**src/rtl/fp_add_pkg.sv**
```systemverilog
`default_nettype none
// +----------------------------------------------------------------------+
// | fp_add_pkg                                                             |
// | Shared types and defaults for the floating-point adder datapath.       |
// | Revision: 1.0                                                          |
// +----------------------------------------------------------------------+
package fp_add_pkg;

  localparam int EXP_W          = 8;
  localparam int MANT_SHIFT_MAX = 27;

  // Stage-1 compare result held between the compare and shift-limit stages
  typedef struct packed {
    logic             lt;
    logic             eq;
    logic             gt;
    logic [EXP_W-1:0] abs_diff;
    logic [EXP_W-1:0] exp_big;
  } cmp_res_t;

endpackage
`default_nettype wire

```
**src/rtl/cmp_core.sv**
```systemverilog
`default_nettype none
// +----------------------------------------------------------------------+
// | cmp_core                                                               |
// | Combinational signed/unsigned magnitude comparator with |A-B|.         |
// | Revision: 1.0                                                          |
// +----------------------------------------------------------------------+
module cmp_core
  import fp_add_pkg::*;
#(
  parameter int WIDTH = EXP_W
) (
  input  logic [WIDTH-1:0] a,
  input  logic [WIDTH-1:0] b,
  input  logic             signed_mode,
  output logic             lt,
  output logic             eq,
  output logic             gt,
  output logic [WIDTH-1:0] abs_diff,
  output logic [WIDTH-1:0] exp_big
);

  logic [WIDTH:0] w_ext_a;
  logic [WIDTH:0] w_ext_b;
  logic [WIDTH:0] w_diff;

  assign w_ext_a = {signed_mode & a[WIDTH-1], a};
  assign w_ext_b = {signed_mode & b[WIDTH-1], b};
  assign w_diff  = w_ext_a - w_ext_b;

  assign lt = w_diff[WIDTH];
  assign eq = (w_diff == '0);
  assign gt = !w_diff[WIDTH] && (w_diff != '0);

  // |A-B| < 2^WIDTH, so a modulo-2^WIDTH subtraction in the right order is exact
  assign abs_diff = w_diff[WIDTH] ? (b - a) : (a - b);
  assign exp_big  = w_diff[WIDTH] ? b : a;

endmodule
`default_nettype wire

```
**src/rtl/exp_cmp_pipe.sv**
```systemverilog
`default_nettype none
// +----------------------------------------------------------------------+
// | exp_cmp_pipe                                                           |
// | Two-stage valid/ready exponent comparator for the FP-add align stage.  |
// | Revision: 1.0                                                          |
// +----------------------------------------------------------------------+
module exp_cmp_pipe
  import fp_add_pkg::*;
#(
  parameter  int WIDTH     = EXP_W,
  parameter  int MAX_SHIFT = MANT_SHIFT_MAX,
  localparam int SHAMT_W   = $clog2(MAX_SHIFT + 1)
) (
  input  logic               clk,
  input  logic               rst,
  input  logic               in_valid,
  output logic               in_ready,
  input  logic [WIDTH-1:0]   a,
  input  logic [WIDTH-1:0]   b,
  input  logic               signed_mode,
  output logic               out_valid,
  input  logic               out_ready,
  output logic               a_lt_b,
  output logic               a_eq_b,
  output logic               a_gt_b,
  output logic [WIDTH-1:0]   abs_diff,
  output logic [SHAMT_W-1:0] shamt,
  output logic               shamt_sat,
  output logic               swap,
  output logic [WIDTH-1:0]   exp_big
);

  localparam logic [31:0] c_max_shift = MAX_SHIFT;

  logic               w_s1_adv;
  logic               w_s2_adv;
  cmp_res_t           w_s1_d;
  logic               w_sat;
  logic [SHAMT_W-1:0] w_shamt;

  logic               r_s1_v;
  cmp_res_t           r_s1;
  logic               r_s2_v;
  logic               r_lt;
  logic               r_eq;
  logic               r_gt;
  logic [WIDTH-1:0]   r_abs_diff;
  logic [SHAMT_W-1:0] r_shamt;
  logic               r_sat;
  logic [WIDTH-1:0]   r_exp_big;

  cmp_core #(.WIDTH(WIDTH)) u_cmp_core (
    .a           (a),
    .b           (b),
    .signed_mode (signed_mode),
    .lt          (w_s1_d.lt),
    .eq          (w_s1_d.eq),
    .gt          (w_s1_d.gt),
    .abs_diff    (w_s1_d.abs_diff),
    .exp_big     (w_s1_d.exp_big)
  );

  assign w_s2_adv = !r_s2_v || out_ready;
  assign w_s1_adv = !r_s1_v || w_s2_adv;
  assign in_ready = w_s1_adv;

  assign w_sat   = 32'(r_s1.abs_diff) > c_max_shift;
  assign w_shamt = w_sat ? SHAMT_W'(MAX_SHIFT) : SHAMT_W'(r_s1.abs_diff);

  always_ff @(posedge clk) begin
    if (rst) begin
      r_s1_v     <= 1'b0;
      r_s1       <= '0;
      r_s2_v     <= 1'b0;
      r_lt       <= 1'b0;
      r_eq       <= 1'b0;
      r_gt       <= 1'b0;
      r_abs_diff <= '0;
      r_shamt    <= '0;
      r_sat      <= 1'b0;
      r_exp_big  <= '0;
    end else begin
      if (w_s1_adv) r_s1_v <= in_valid;
      if (w_s1_adv && in_valid) r_s1 <= w_s1_d;
      if (w_s2_adv) r_s2_v <= r_s1_v;
      // Output data only changes when a real result moves in, so it never goes stale
      if (w_s2_adv && r_s1_v) begin
        r_lt       <= r_s1.lt;
        r_eq       <= r_s1.eq;
        r_gt       <= r_s1.gt;
        r_abs_diff <= r_s1.abs_diff;
        r_shamt    <= w_shamt;
        r_sat      <= w_sat;
        r_exp_big  <= r_s1.exp_big;
      end
    end
  end

  assign out_valid = r_s2_v;
  assign a_lt_b    = r_lt;
  assign a_eq_b    = r_eq;
  assign a_gt_b    = r_gt;
  assign abs_diff  = r_abs_diff;
  assign shamt     = r_shamt;
  assign shamt_sat = r_sat;
  assign swap      = r_lt;
  assign exp_big   = r_exp_big;

endmodule
`default_nettype wire

```
**config.mk**
```make
export PLATFORM = sky130hd
export DESIGN_NAME = exp_cmp_pipe
export DESIGN_NICKNAME = d
export VERILOG_FILES = /design/src/rtl/fp_add_pkg.sv /design/src/rtl/cmp_core.sv /design/src/rtl/exp_cmp_pipe.sv
export SDC_FILE = /design/constraint.sdc
export NUM_CORES = 1
export LEC_CHECK = 0
export ABC_AREA = 1
export CAP_MARGIN = 25
export CORE_MARGIN = 2
export CORE_UTILIZATION = 35
export DETAILED_ROUTE_END_ITERATION = 10
export GPL_TIMING_DRIVEN = 1
export PLACE_DENSITY_LB_ADDON = 0.08
export SETUP_SLACK_MARGIN = 0.15
export SLEW_MARGIN = 25
export SYNTH_ARGS = -nofsm -noshare
export SYNTH_HDL_FRONTEND = slang
export SYNTH_SLANG_ARGS = --single-unit
```
**constraint.sdc**
```tcl
create_clock -name clk -period 2.31 [get_ports clk]
set_input_delay 0.462 -clock clk [delete_from_list [all_inputs] [get_ports clk]]
set_output_delay 0.462 -clock clk [all_outputs]
set_load 0.02 [all_outputs]
```
==> run summary <==
Run status = completed
Syn Std Cell Area = 0.00260 sq mm
Ratio of cells with drive above 1 in the final layout = 0.213
Worst setup margin = 0.254 ns
Die H = 90.1 microns
Pwr per Cell Area = 562 mW/mm^2
Post-detail-place hpwl = 5.19 mm
Max clock buf depth = 2
GPL Wtd Cong = 0.803
Syn Nets = 419
All-Layer GR Usage = 0.163
Leakage power = 1.84 nW
Crit path cell chain = clkdlybuf4s50_1 -> buf_4 -> ha_1 -> nor2_2 -> nand2_2 -> buf_4 -> nand3_1 -> nand2_1 -> nand2_1 -> nand2_1 -> nor2_2 -> nand2_1 -> nand2_1 -> a21oi_1
Power consumption = 2.14 mW
Critical Path RT = 2.49 ns
Leading cell type in the layout, fill and taps excluded = nand2_1
Detailed-route wire length = 6.67 mm
CTS tree = built
Seq cells post-synth = 46
Most frequent cells in the layout = nand2_1, inv_1, dfxtp_1, buf_4, nor2_1
RSZ-0062 raised after global routing = no
Cell taking the most area after synthesis = dfxtp_1
H-tree depth = 2
I/O pin cnt = 49
Synth warn = 0
Tightest hold margin = 0.463 ns
Placement Setup Slack = -0.410 ns
Crit path top cell by count = nand2_1
Post-Syn Instances = 380
DRT Pass-1 Iters = 5
CTS Hold Bufs = 0
Clk Latency, worst-skew pair = 0.29 ns
CP delay by family, top = simple AND/OR/NAND/NOR gates
Synth top area cells = dfxtp_1, nand2_1, ha_1
Final setup viols = 0
DR vias = 2,586
Worst Path Buf+Inv = 3
Antenna cells = 0
Via-to-Cell Ratio = 4.54
Synth unique cells = 31
Initial DRC count = 139
Startpoint Class = input port
Clock Skews = 0.00615 ns
Max Cap Viol = 0
Final Hold Fails = 0
Slew headroom = 0.759
Top_reg_cell synth = dfxtp_1
Worst Setup Path Type = in2reg
Mean post-synth cell area = 6.83 sq um
Slowest cell on crit path = clkdlybuf4s50_1
Worst path max stage delay = 0.42 ns
Clock slew at reported path FFs = 0.08 ns
Crit share post-route = 0.890
Worst-path fanout max = 5
Initial antenna violation count = 0
Die X = 90.1 microns
Asr flop ratio synth = 0
Gr ovfl total = 0
Hold crit path type = reg2reg
Min cycle time layout = 2.06 ns
Post-synth EDFFs = 0
Worst Tran Pin Value = 0.360 ns
Remaining antenna violation count = 0
Design Area, Final = 0.00381 sq mm
Clock Sinks = 46
DR WL/cell = 11.7 microns
Root buffer cell = clkbuf_8
Total clock buffers created by CTS = 5
Slew Viols, Final = 0
Core area = 0.00721 sq mm
Seq/Total Area, Yosys = 0.355
Area share of the largest cell type after synthesis = 0.355
Initial Util = 0.360
VDD IR max = 269 uV
Largest net degree at the start of global routing = 27
Worst setup EP type = register
Port bufs = 48
Number of global-route vias before repair = 2,366
P&R area growth vs syn = 46.7%
Cell Area, Placed = 0.00347 sq mm
Final net count = 508
DR DRC count = 0
First-pass GRT wire length = 11.0 mm
Max Fclk = 0.486 GHz
Die area = 0.00812 sq mm
# rows = 31
Post-Route Setup TNS = 0 ns
CP arrival = 2.24 ns
==> power by group <==
group / switching [mW] / internal [mW]
logic: 0.378 / 0.320
registers: 0.0344 / 0.856
clock network: 0.250 / 0.302
total: 0.662 / 1.48
==> synth_stat cells (3+ instances only) <==
cell type   n
a21oi_1    28
a31oi_1     5
buf_2       5
clkbuf_1    7
dfxtp_1    46
ha_1       16
inv_1      49
nand2_1    89
nand2_2     5
nand3_1    35
nor2_1     48
o21ai_0    23
xor2_1      3
==> worst reg2reg max path, delay by kind of cell (launching register included) <==
| family | cells | cell delay, ns |
|---|---|---|
| DFF | 1 | 0.35 |
| AOI/OAI and AO/OA | 2 | 0.21 |
| and+or+nand+nor | 2 | 0.29 |
| buffers and inverters | 2 | 0.40 |
==> per-stage QoR <==
stage	instances	utilization
6_report	569	0.528
5_1_grt	569	0.528
4_1_cts	567	0.501
3_5_place_dp	558	0.481
3_3_place_gp	558	0.481
2_1_floorplan	380	-
==> registers in the layout, indices dropped and copies added, names as in the netlist <==
name	cells
exp_big	8
shamt_sat	1
a_lt_b	1
a_gt_b	1
r_s1	19
out_valid	1
shamt	5
a_eq_b	1
abs_diff	8
r_s1_v	1
==> path summary, 6_finish.rpt <==
| kind | startpoint | to | slack (ns) | cells after the start |
|---|---|---|---|---|
| setup / recovery | a[2] | r_s1[16] | 0.25 | 14 |
| hold / removal | r_s1[17] | r_s1[17] | 0.46 | 2 |
| setup reg to reg | out_valid | abs_diff[5] | 0.94 | 6 |
| hold reg to reg | r_s1[17] | r_s1[17] | 0.46 | 2 |
==> final cells by class <==
class                           count  area (sq um)
Fill cell                         737          3400
Multi-Input combinational cell    271          1610
Sequential cell                    46           921
Timing Repair Buffer               95           853
Inverter                           50           188
Tap cell                           99           124
Clock buffer                        8           110
==> routing by layer <==
metal,vias up,part of all wire,global-route usage
met3,6,0.032,0.0293
li1,1378,-,-
met2,50,0.45,0.255
met4,0,0.012,0.0500
met5,-,0,0
met1,1152,0.50,0.228
==> timing repair <==
item | 4_1_cts | 5_1_grt
cloned | 0 | 1
gates resized for setup | 13 | 41
pin swaps | 5 | 11
setup endpoints to repair | 19 | 18
buffers inserted | 1 | 1
==> cells by family after synthesis <==
family          count (synthesis)  share of synthesized area
compound gates                 59                      0.120
fa+ha+maj                      18                     0.0925
buf+inv                        64                     0.0993
flops                          46                      0.355
xor+xnor                        5                     0.0169
simple gates                  188                      0.317
(Power assumes the default switching activity.)
